File: config.mk
export PLATFORM = sky130hd
export DESIGN_NAME = clk_time_core
export DESIGN_NICKNAME = d
export VERILOG_FILES = /design/src/rtl/clk_time_pkg.sv /design/src/rtl/clk_mod_counter.sv /design/src/rtl/clk_time_core.sv
export SDC_FILE = /design/constraint.sdc
export NUM_CORES = 1
export LEC_CHECK = 0
export CAP_MARGIN = 10
export CORE_ASPECT_RATIO = 1.1
export CORE_MARGIN = 5
export CORE_UTILIZATION = 40
export DETAILED_ROUTE_END_ITERATION = 16
export DONT_BUFFER_PORTS = 1
export PLACE_DENSITY = 0.52
export SETUP_SLACK_MARGIN = 0.3
export SYNTH_ARGS = -nofsm -noshare
export SYNTH_HDL_FRONTEND = slang
export SYNTH_SLANG_ARGS = --single-unit
File: constraint.sdc
create_clock -name clk -period 3.4 [get_ports clk]
set_input_delay 0.68 -clock clk [delete_from_list [all_inputs] [get_ports clk]]
set_output_delay 0.68 -clock clk [all_outputs]
set_load 0.05 [all_outputs]
File: src/rtl/clk_time_pkg.sv
// Shared definitions for the clock/time keeping core: mode encoding and
// default field limits.
package clk_time_pkg;

    typedef enum logic [1:0] {
        RUN      = 2'd0,
        SET_HOUR = 2'd1,
        SET_MIN  = 2'd2
    } mode_e;

    localparam int SEC_LIMIT_DEF  = 60;
    localparam int MIN_LIMIT_DEF  = 60;
    localparam int HOUR_LIMIT_DEF = 24;
    localparam int DW_DEF         = 6;
    localparam int TICK_DIV_DEF   = 2;

endpackage

File: src/rtl/clk_mod_counter.sv
// Modulo-LIMIT up/down counter used for each time field. o_wrap flags an
// increment that rolls LIMIT-1 over to 0 so the caller can chain carries.
module clk_mod_counter #(
    parameter int LIMIT = 60,
    parameter int DW    = 6
) (
    input  logic          clk,
    input  logic          rst,
    input  logic          i_inc,
    input  logic          i_dec,
    input  logic          i_clr,
    output logic [DW-1:0] o_count,
    output logic          o_wrap
);

    localparam logic [DW-1:0] MAX_VAL = DW'(LIMIT - 1);

    logic [DW-1:0] count;

    // Clear wins; simultaneous inc and dec cancel out.
    always_ff @(posedge clk or negedge rst) begin
        if (!rst) begin
            count <= '0;
        end else if (i_clr) begin
            count <= '0;
        end else if (i_inc && !i_dec) begin
            count <= (count == MAX_VAL) ? '0 : count + 1'b1;
        end else if (i_dec && !i_inc) begin
            count <= (count == '0) ? MAX_VAL : count - 1'b1;
        end
    end

    assign o_count = count;
    assign o_wrap  = i_inc & (count == MAX_VAL);

endmodule

File: src/rtl/clk_time_core.sv
// Time-of-day core: prescaled seconds/minutes/hours with a small mode FSM
// for manually setting hours and minutes.
//
// state    | meaning
// ---------+------------------------------------------------------------
// RUN      | time advances from i_tick; i_add/i_sub ignored
// SET_HOUR | i_add/i_sub step hours; ticks ignored, prescaler held at 0
// SET_MIN  | i_add/i_sub step minutes; leaving clears seconds/prescaler
module clk_time_core
    import clk_time_pkg::*;
#(
    parameter int SEC_LIMIT  = SEC_LIMIT_DEF,
    parameter int MIN_LIMIT  = MIN_LIMIT_DEF,
    parameter int HOUR_LIMIT = HOUR_LIMIT_DEF,
    parameter int DW         = DW_DEF,
    parameter int TICK_DIV   = TICK_DIV_DEF
) (
    input  logic          clk,
    input  logic          rst,
    input  logic          i_tick,
    input  logic          i_mode,
    input  logic          i_add,
    input  logic          i_sub,
    output logic [DW-1:0] o_sec,
    output logic [DW-1:0] o_min,
    output logic [DW-1:0] o_hour,
    output logic [1:0]    o_mode,
    output logic          o_day_ovf
);

    if ((SEC_LIMIT < 2) || (SEC_LIMIT > (1 << DW)) ||
        (MIN_LIMIT < 2) || (MIN_LIMIT > (1 << DW)) ||
        (HOUR_LIMIT < 2) || (HOUR_LIMIT > (1 << DW)) ||
        (TICK_DIV < 1)) begin : g_param_check
        $error("clk_time_core: limits must be in [2, 2**DW] and TICK_DIV >= 1");
    end

    localparam int PW = (TICK_DIV > 1) ? $clog2(TICK_DIV) : 1;
    localparam logic [PW-1:0] PRE_MAX = PW'(TICK_DIV - 1);

    mode_e         state;
    mode_e         state_nxt;
    logic [PW-1:0] pre;
    logic          in_run;
    logic          step_ok;
    logic          sec_inc;
    logic          sec_clr;
    logic          min_inc;
    logic          min_dec;
    logic          hour_inc;
    logic          hour_dec;
    logic          sec_wrap;
    logic          min_wrap;
    logic          hour_wrap;

    // Mode state register.
    always_ff @(posedge clk or negedge rst) begin
        if (!rst) begin
            state <= RUN;
        end else begin
            state <= state_nxt;
        end
    end

    // Next mode plus the per-field step/carry controls.
    always_comb begin
        state_nxt = state;
        in_run    = (state == RUN);
        step_ok   = 1'b0;
        sec_inc   = 1'b0;
        sec_clr   = 1'b0;
        min_inc   = 1'b0;
        min_dec   = 1'b0;
        hour_inc  = 1'b0;
        hour_dec  = 1'b0;

        if (i_mode) begin
            case (state)
                RUN:      state_nxt = SET_HOUR;
                SET_HOUR: state_nxt = SET_MIN;
                SET_MIN:  state_nxt = RUN;
                default:  state_nxt = RUN;
            endcase
        end

        // A mode pulse swallows any step arriving with it.
        step_ok = !in_run && !i_mode && (i_add ^ i_sub);

        sec_inc  = in_run && i_tick && (pre == PRE_MAX);
        sec_clr  = (state == SET_MIN) && i_mode;
        min_inc  = (in_run && sec_wrap) || ((state == SET_MIN) && step_ok && i_add);
        min_dec  = (state == SET_MIN) && step_ok && i_sub;
        hour_inc = (in_run && min_wrap) || ((state == SET_HOUR) && step_ok && i_add);
        hour_dec = (state == SET_HOUR) && step_ok && i_sub;
    end

    // Tick prescaler; parked at 0 outside RUN so a fresh RUN starts a full period.
    always_ff @(posedge clk or negedge rst) begin
        if (!rst) begin
            pre <= '0;
        end else if (!in_run) begin
            pre <= '0;
        end else if (i_tick) begin
            pre <= (pre == PRE_MAX) ? '0 : pre + 1'b1;
        end
    end

    // Day rollover pulse, only from a running carry, never from a manual step.
    always_ff @(posedge clk or negedge rst) begin
        if (!rst) begin
            o_day_ovf <= 1'b0;
        end else begin
            o_day_ovf <= in_run && hour_wrap;
        end
    end

    clk_mod_counter #(.LIMIT(SEC_LIMIT), .DW(DW)) u_sec (
        .clk     (clk),
        .rst     (rst),
        .i_inc   (sec_inc),
        .i_dec   (1'b0),
        .i_clr   (sec_clr),
        .o_count (o_sec),
        .o_wrap  (sec_wrap)
    );

    clk_mod_counter #(.LIMIT(MIN_LIMIT), .DW(DW)) u_min (
        .clk     (clk),
        .rst     (rst),
        .i_inc   (min_inc),
        .i_dec   (min_dec),
        .i_clr   (1'b0),
        .o_count (o_min),
        .o_wrap  (min_wrap)
    );

    clk_mod_counter #(.LIMIT(HOUR_LIMIT), .DW(DW)) u_hour (
        .clk     (clk),
        .rst     (rst),
        .i_inc   (hour_inc),
        .i_dec   (hour_dec),
        .i_clr   (1'b0),
        .o_count (o_hour),
        .o_wrap  (hour_wrap)
    );

    assign o_mode = state;

endmodule

# After elaboration in Yosys (flattened, before gate mapping)
# Index checks and enable logic that the tools add are counted.
# totals
reg_bits	22
in_bits	6
elab_cells	69
output_inout_bits	21
# classes
bitwise	4
n_mux	15
n_reduce_logical	32
n_eq_ne	6
add_sub_neg	6
# op_table
op	count
6-bit 2-to-1 mux	11
6-bit by 1-bit adder with 6-bit output (second input constant)	3
1-bit logical AND	18
6-bit == test (second input constant)	2
6-bit zero test	2
6-bit by 1-bit subtractor with 6-bit output (second input constant)	2
6-bit by 5-bit == test with 1-bit output (second input constant)	1
1-bit zero test	6
2-bit nonzero test	3
2-bit case mux with 2 select lines	1
1-bit bitwise AND	3
1-bit 2-to-1 mux	3
2-bit by 1-bit == test with 1-bit output (second input constant)	1
2-bit == test (second input constant)	1
2-bit zero test	1
1-bit logical OR	2
2-bit != test (second input constant)	1
1-bit adder (second input constant)	1
1-bit bitwise XOR	1

# Longest topological paths before layout
# Gate-level depths: netlist of run 1.
# depth
ltp_word	14
depth_mapped	12
depth_no_buf	11

# Modules after synthesis
# From an unflattened synthesis of run 1, not the netlist that was laid out.
# hier_totals
cells_unflattened	263
hier_area_um2	2187.1
# by_module_without_submodules
module	area_each_um2	cells_per_inst	n_inst	seq_area_each_um2
clk_mod_counter at u_sec	703.2	88	1	150.1
clk_mod_counter at u_hour	628.1	77	1	150.1
clk_mod_counter at u_min	625.6	77	1	150.1
clk_time_core	230.2	21	1	100.1

# Least setup slack after synthesis of run 1
# No wires, ideal clock.
# synth_timing
path_type	reg2reg
from	register u_min.count[1], in the netlist u_min.o_count[1]
to	register u_hour.count[3], in the netlist u_hour.o_count[3]
path_slack_ps	681
path_stages_with_launch	11
arrival_ps	2589
setup_time_ps	131
path_buffers	1
path_cell_list	dfrtp_1 > ha_1 > nand2_1 > or3_1 > or2_1 > a21oi_1 > ha_1 > buf_6 > a21oi_1 > a221oi_1 > a21oi_1
# synth_via
elab_chain_cells	7
word_cells_on_any_way	9
classes_between	eq/ne: 1; mux: 1; bitwise: 1; reduce/logical: 6
# synth_rtl
item	line_no	text
from (decl)	clk_mod_counter.sv:18	logic [DW-1:0] count;
from (signal assigned)	clk_mod_counter.sv:27	count <= (count == MAX_VAL) ? '0 : count + 1'b1;
from (signal assigned)	clk_mod_counter.sv:29	count <= (count == '0) ? MAX_VAL : count - 1'b1;
6-bit == test (*)	clk_mod_counter.sv:34	assign o_wrap = i_inc & (count == MAX_VAL);
1-bit bitwise AND (*)	clk_mod_counter.sv:34	
1-bit logical AND (*)	clk_time_core.sv:93	hour_inc = (in_run && min_wrap) || ((state == SET_HOUR) && step_ok && i_add);
1-bit logical OR (*)	clk_time_core.sv:93	
1-bit zero test	clk_mod_counter.sv:28	end else if (i_dec && !i_inc) begin
1-bit logical AND	clk_mod_counter.sv:28	
2-bit nonzero test (no source line)	n/a	
to (signal assigned)	clk_mod_counter.sv:27	
to (signal assigned)	clk_mod_counter.sv:29	
to (decl)	clk_mod_counter.sv:18	
# Mark *: on every way between the ends. The rest lies on a longest branch, timed or not.
# A chain may end at the register's enable or synchronous reset.

# Worst setup path after layout of run 1
# layout_timing
from	register u_sec.count[1], in the netlist u_sec.o_count[1]
to	register u_hour.count[3], in the netlist u_hour.o_count[3]
# layout_via
elab_chain_cells	10
word_cells_on_any_way	12
classes_between	eq/ne: 1; mux: 1; bitwise: 2; reduce/logical: 8
# layout_rtl
item	line_no	text
from (decl)	clk_mod_counter.sv:18	
from (signal assigned)	clk_mod_counter.sv:27	
from (signal assigned)	clk_mod_counter.sv:29	
6-bit == test (*)	clk_mod_counter.sv:34	
1-bit bitwise AND (*)	clk_mod_counter.sv:34	
1-bit logical AND (*)	clk_time_core.sv:91	min_inc = (in_run && sec_wrap) || ((state == SET_MIN) && step_ok && i_add);
1-bit logical OR (*)	clk_time_core.sv:91	
1-bit bitwise AND (*)	clk_mod_counter.sv:34	
1-bit logical AND (*)	clk_time_core.sv:93	
1-bit logical OR (*)	clk_time_core.sv:93	
1-bit zero test	clk_mod_counter.sv:28	
1-bit logical AND	clk_mod_counter.sv:28	
2-bit nonzero test (no source line)	n/a	
# Marked as above.

==> results.md, run 1 <==
* Status: complete, no violations
* Number of max-cap violations at 0
* DRC errors left at 0
* Setup CP Type: flop to flop
* CP required at roughly 3600 ps
* Post-CTS sizing at 0
* Cell Area, Synth at ~1500 um2
* Drt pass-1 iters at 4
* Setup WS pre-CTS at about 700 ps
* Fin Setup TNS at 0 ps
* Die area at roughly 5200 um2
* Global-route wire length before repair at 6070 um
* Worst-margin pin slew at slightly above 700 ps
* Post-synth cell types at 46
* Max Freq at 367 MHz
* CP max FO at 7
* Sink Count at 22
* CTS Buffer Depth at 2
* Sequential area share after synthesis at 35.6%
* Tmin final at about 2700 ps
* Leak Pwr at just over 0.7 nW
* Rel. slew slack at 51.7%
* Mapped Cells at around 180
* RR Startpoint: u_sec.o_count[1]
* Clk_lat worst skew at between 200 and 300 ps
* Final worst-path cycle share at 80.1%
* CP endpoint kind: flop
* Vias in the first global route at between 1000 and 1500
* Die Y-Extent at about 75 um
* Std-Cell Rows at 23
* Core Util, Final at 46.5%
* Routed vias at approximately 1300
* Critical path startpoint: u_sec.o_count[1]
* GP Congestion at ~0.87
* Syn_nets at 190
* H-tree Lvls at 1
* Most frequent cells in the layout: 22 x dfrtp_1, 18 x o21ai_0, 16 x nand2_1
* Dpl hpwl at approximately 2700 um
* Nets at approximately 200
* PortBufs at 0
* VDD IR max at 0.000507 V
* Initial DRC Count at 170
* Synthesized area per cell at slightly below 9 um2
* Die W at between 60 and 70 um
* Commonest non-fill, non-tap cell in the layout: dfrtp_1
* CTS tree: done
* Synthesis Warnings at 0
* Grt total ovfl at 0
* Ant. Diodes at 0
* RSZ-0062 raised after global routing: no
* CTS Hold Bufs at 0
* Initial core utilization at 41.9%
* Final setup violation count at 0
* Largest net degree at the start of global routing at 23
* CP Data Arrival Time at 2920 ps
* Final hold violations at 0
* Power per standard cell area at 966 nW/um2
* DR vias/cell at between 5 and 6
* Num ports at 27
* Initial antenna violation count at 0
* Critical Path Source Type: flop
* Top_reg_cell synth: dfrtp_1
* TritonCTS buffer count at 3
* Core footprint at between 3000 and 4000 um2
* Pins Over Slew Limit at 0
* Number of enable flip-flop cells after synthesis at 0
* CTS root buffer: clkbuf_8
* GR Util All Layers at between 10% and 20%
* Routed WL per cell at ~16 um
* Share of flip-flops with an asynchronous set or reset at 100%
* Post-DRT Antenna Nets at 0
* Drt total wl at approximately 3600 um
* Worst-path clk slew at 80 ps
* PnR worst setup slack at roughly 680 ps
* Synth Register Bits at 22
* R2R Setup Slk at just under 700 ps
* Post-CTS setup buffer count at 0
* Path type of the worst min-delay path: input port to asynchronous set/reset pin
* Max Clock Skew at approximately 1.5 ps
* Layout cell share with drive strength beyond 1 at between 10% and 20%
* Syn-to-layout area delta at 10.8%
==> through the flow <==
step	area (um2)	total power [mW]	instances	hold WS, ps
4_1_cts	1710	1.66	232	88.3
2_1_floorplan	1550	1.22	175	384
6_report	1710	1.65	232	99.5
3_3_place_gp	1640	1.40	228	385
5_1_grt	1710	1.77	232	75.8
3_5_place_dp	1640	1.41	228	385
==> kinds of logic after synthesis <==
group,share of synthesized area [%]
AOI/OAI and AO/OA,22.0
xor gates and xnor gates,1.70
adders and majority gates,7.29
buffers and inverters,4.94
DFF,35.6
muxes,3.56
and+or+nand+nor,24.9
==> sequential cells by signal, summed over array words and instances (netlist names) <==
signal          cells
pre                 1
u_sec.o_count       6
u_hour.o_count      6
o_day_ovf           1
u_min.o_count       6
o_mode              2
==> worst paths after layout <==
kind	to	cells past startpoint
setup reg to reg	u_hour.o_count[3]	12
hold reg to reg	pre	2
max in group asynchronous	o_day_ovf	0
setup / recovery	u_hour.o_count[3]	12
hold / removal	u_min.o_count[5]	0
min in group clk	pre	2
==> report_power, final <==
part	internal, mW	switching, mW
clock network	0.157	0.0898
logic	0.287	0.483
registers	0.349	0.286
==> cells in the mapped netlist, types with 3 or more instances <==
library cell | count | area, um2
a221oi_1 | 3 | 26.3
nor3_1 | 4 | 20.0
nand3_1 | 3 | 15.0
a31oi_1 | 7 | 43.8
clkbuf_1 | 4 | 15.0
inv_1 | 7 | 26.3
ha_1 | 9 | 113
o21ai_0 | 18 | 90.1
nor3b_1 | 4 | 30.0
nor2_1 | 13 | 48.8
nand3b_1 | 4 | 30.0
nor2b_1 | 3 | 18.8
a21oi_1 | 14 | 70.1
dfrtp_1 | 22 | 551
nand4_1 | 4 | 25.0
nand2_1 | 16 | 60.1
==> final cells by class <==
type | count | area, um2
clock inverters | 1 | 30.0
multi-input cells | 138 | 918
fillers | 395 | 1970
flip-flops and latches | 22 | 551
well taps | 50 | 62.6
clock buffers | 3 | 41.3
inverters | 7 | 26.3
repair buffers | 11 | 82.6
==> critical path, cell delays in order (launching register included) <==
cell and delay, ps:
dfrtp_1 340, buf_4 210, ha_1 280, nand4_1 170, nor2_1 170, nand2_1 80, or2_1 260, a21oi_1 140
ha_1 330, inv_1 150, nor2_1 240, a221oi_1 130, a21oi_1 150
==> routing by layer <==
layer  part of all wire [%]  vias up  global-route usage [%]
met3                    4.8        4                    2.67
met4                    1.0        0                    5.42
met1                     42      642                    17.2
li1                       -      656                       -
met2                     52       31                    25.6
met5                      0        -                       0
No activity file was read; power rests on OpenSTA's default activity.
==> run 2, diff against run 1 <==
clock period = 2.6 ns   (was 3.4 ns; I/O delays follow)
==> run 2 against run 1 <==
  * Utilization increased by 5.5 points
  * First-iteration DRC count shrank 38%
  * Routed wire length up 9.8%
  * Count of clock-buffer cells in the layout unchanged
  * Combinational power is 74% higher
  * Clock skew increased by 6.0 ps
  * Sequential power is 3.3% higher
  * Critical endpoint is now u_hour.o_count[1]
  * Cell count up 6.9%
  * Maximum frequency grew 22%
==> results.md, run 2 (same netlist as run 1, synthesis figures left out) <==
* Status: complete, no violations
* Die Y-Extent at approximately 75 um
* PortBufs at 0
* RR Startpoint: u_min.o_count[1]
* CP required at about 2800 ps
* Commonest non-fill, non-tap cell in the layout: buf_4
* R2R Setup Slk at 380 ps
* Sink Count at 22
* CP Data Arrival Time at between 2000 and 2500 ps
* Max Clock Skew at between 7 and 8 ps
* RSZ-0062 raised after global routing: yes
* Number of max-cap violations at 0
* Path type of the worst min-delay path: input port to flop
* Die W at roughly 69 um
* Final setup violation count at 0
* Initial antenna violation count at 0
* GR Util All Layers at ~15%
* CP max FO at 6
* Worst-path clk slew at roughly 90 ps
* Initial DRC Count at ~110
* FF-to-FF path depth at 10
* Ant. Diodes at 0
* Cell Chain, Critical Path: ha_4, nand2_1, or3_4, or2_4, a21oi_4, ha_4, buf_4, buf_4, xor2_1, o21ai_0
* Hold_ws at slightly above 400 ps
* Multi-input logic area at between 900 and 1000 um2
* Worst setup path end: u_hour.o_count[1]
* Worst path slowest cell: dfrtp_4
* Routed vias at 1434
* Drt total wl at 3960 um
* FF-to-FF End: u_hour.o_count[1]
* Power per standard cell area at ~1200 nW/um2
* VDD IR max at roughly 0.00066 V
* Setup CP Type: flop to flop
* CTS Buffer Depth at 2
* Critical Path Source Type: flop
* Internal at 1.14 mW
* Rel. slew slack at 30.1%
* Grt total ovfl at 0
* Largest net degree at the start of global routing at 23
* Initial core utilization at between 40% and 50%
* Vias in the first global route at around 1400
* DR vias/cell at approximately 5.8
* Slowest stage delay, CP at 440 ps
* Max Freq at about 450 MHz
* H-tree Lvls at 1
* Filler instances at 370
* CP endpoint kind: flop
* Routed WL per cell at around 16 um
* Worst Min Path Start: i_mode
* Global-route wire length before repair at 6560 um
* Std-Cell Rows at 23
* Syn-to-layout area delta at 23.9%
* Num ports at 27
* Pins Over Slew Limit at 0
* Clock Power Share at about 14%
* Clk_lat worst skew at 270 ps
* Total power at 2.32 mW
* Dpl hpwl at roughly 3000 um
* DRC errors left at 0
* Comb power frac at between 50 and 60%
* Nets at between 200 and 250
* Final worst-path cycle share at between 80% and 90%
* CTS tree: done
* GP Congestion at between 0.8 and 0.9
* Layout cell share with drive strength beyond 1 at approximately 29%
* Critical path startpoint: u_min.o_count[1]
* Sequential cell area at 561 um2
* Sw Ratio at ~50%
* Final hold violations at 0
* Post-DRT Antenna Nets at 0
* CTS root buffer: clkbuf_8
* Worst-margin pin slew at ~1000 ps
* Core footprint at 3680 um2
* NetSw at ~1.2 mW
* Tmin final at roughly 2200 ps
* Leak Pwr at 0.794 nW
* Fin Setup TNS at 0 ps
* Most frequent cells in the layout: 26 x buf_4, 16 x nand2_1, 16 x o21ai_0, 16 x dfrtp_1, 12 x nor2_1
* Die area at ~5200 um2
* Drt pass-1 iters at 4
* Sequential share of power at 28.3%
* TritonCTS buffer count at 3
==> run 2: cell count changes in the layout (fill, tap and decap cells not counted), sizes merged <==
cell         change
buf             +15
dlygate4sd3      +1
==> run 2: layout make-up <==
class                   count  share of cell area [%]
repair buffers             27                    10.7
well taps                  50                    3.27
clock buffers               3                    2.16
inverters                   7                    1.37
clock inverters             1                    1.57
multi-input cells         138                    51.6
flip-flops and latches     22                    29.3
==> run 2: power groups by stage <==
stage	clock network, mW	logic, mW	registers, mW
CTS	0.334	1.31	0.658
detailed placement	0	1.29	0.665
global placement	0	1.28	0.654
floorplan	0	0.604	1.03
global route	0.344	1.46	0.682
finish	0.325	1.34	0.657
==> run 2: how the worst min path moves through the flow <==
| stage | end | slack [ps] | cells past startpoint |
|---|---|---|---|
| global placement | u_min.o_count[5] | 230 | 0 |
| global route | o_mode[0] | 410 | 1 |
| detailed placement | u_min.o_count[5] | 230 | 0 |
| CTS | o_mode[0] | 400 | 1 |
| finish | o_mode[0] | 400 | 1 |
| floorplan | o_day_ovf | 220 | 0 |
==> run 2: timing repair <==
item	4_1_cts	5_1_grt
gates cloned	0	0
setup buffers	4	3
hold buffers	1	0
pin swaps	1	4
endpoints found under the setup margin	3	7
hold endpoints to repair	22	0
gates resized for setup	1	12
==> run 2: metrics by stage <==
step                instances  setup slack, ps  instance area (um2)  util (%)
detailed placement        236              213                 1730      47.0
global placement          236              243                 1730      47.0
floorplan                 175              223                 1590         -
CTS                       245              302                 1840      50.1
finish                    248              376                 1910      52.0
global route              248              223                 1910      52.0
==> run 2: worst max-delay path, delay by kind of cell (launching register included) <==
kind,cells,cell delay (ps)
compound gates,2,260
xor+xnor,1,160
simple gates,3,690
fa+ha+maj,2,340
buf+inv,2,220
flops,1,440
==> run 2: metal layers <==
metal | track usage (%) | up-vias | routed length [um]
met4 | 5.64 | 0 | 60
li1 | - | 692 | -
met2 | 29.2 | 31 | 2110
met5 | 0 | - | 0
met1 | 17.2 | 703 | 1640
met3 | 3.07 | 8 | 150
==> run 3, diff against run 2 <==
HOLD_SLACK_MARGIN = 0.1   (was unset)
==> results of run 3 <==
The final DEF is identical to that of run 2; final timing and power are the same.
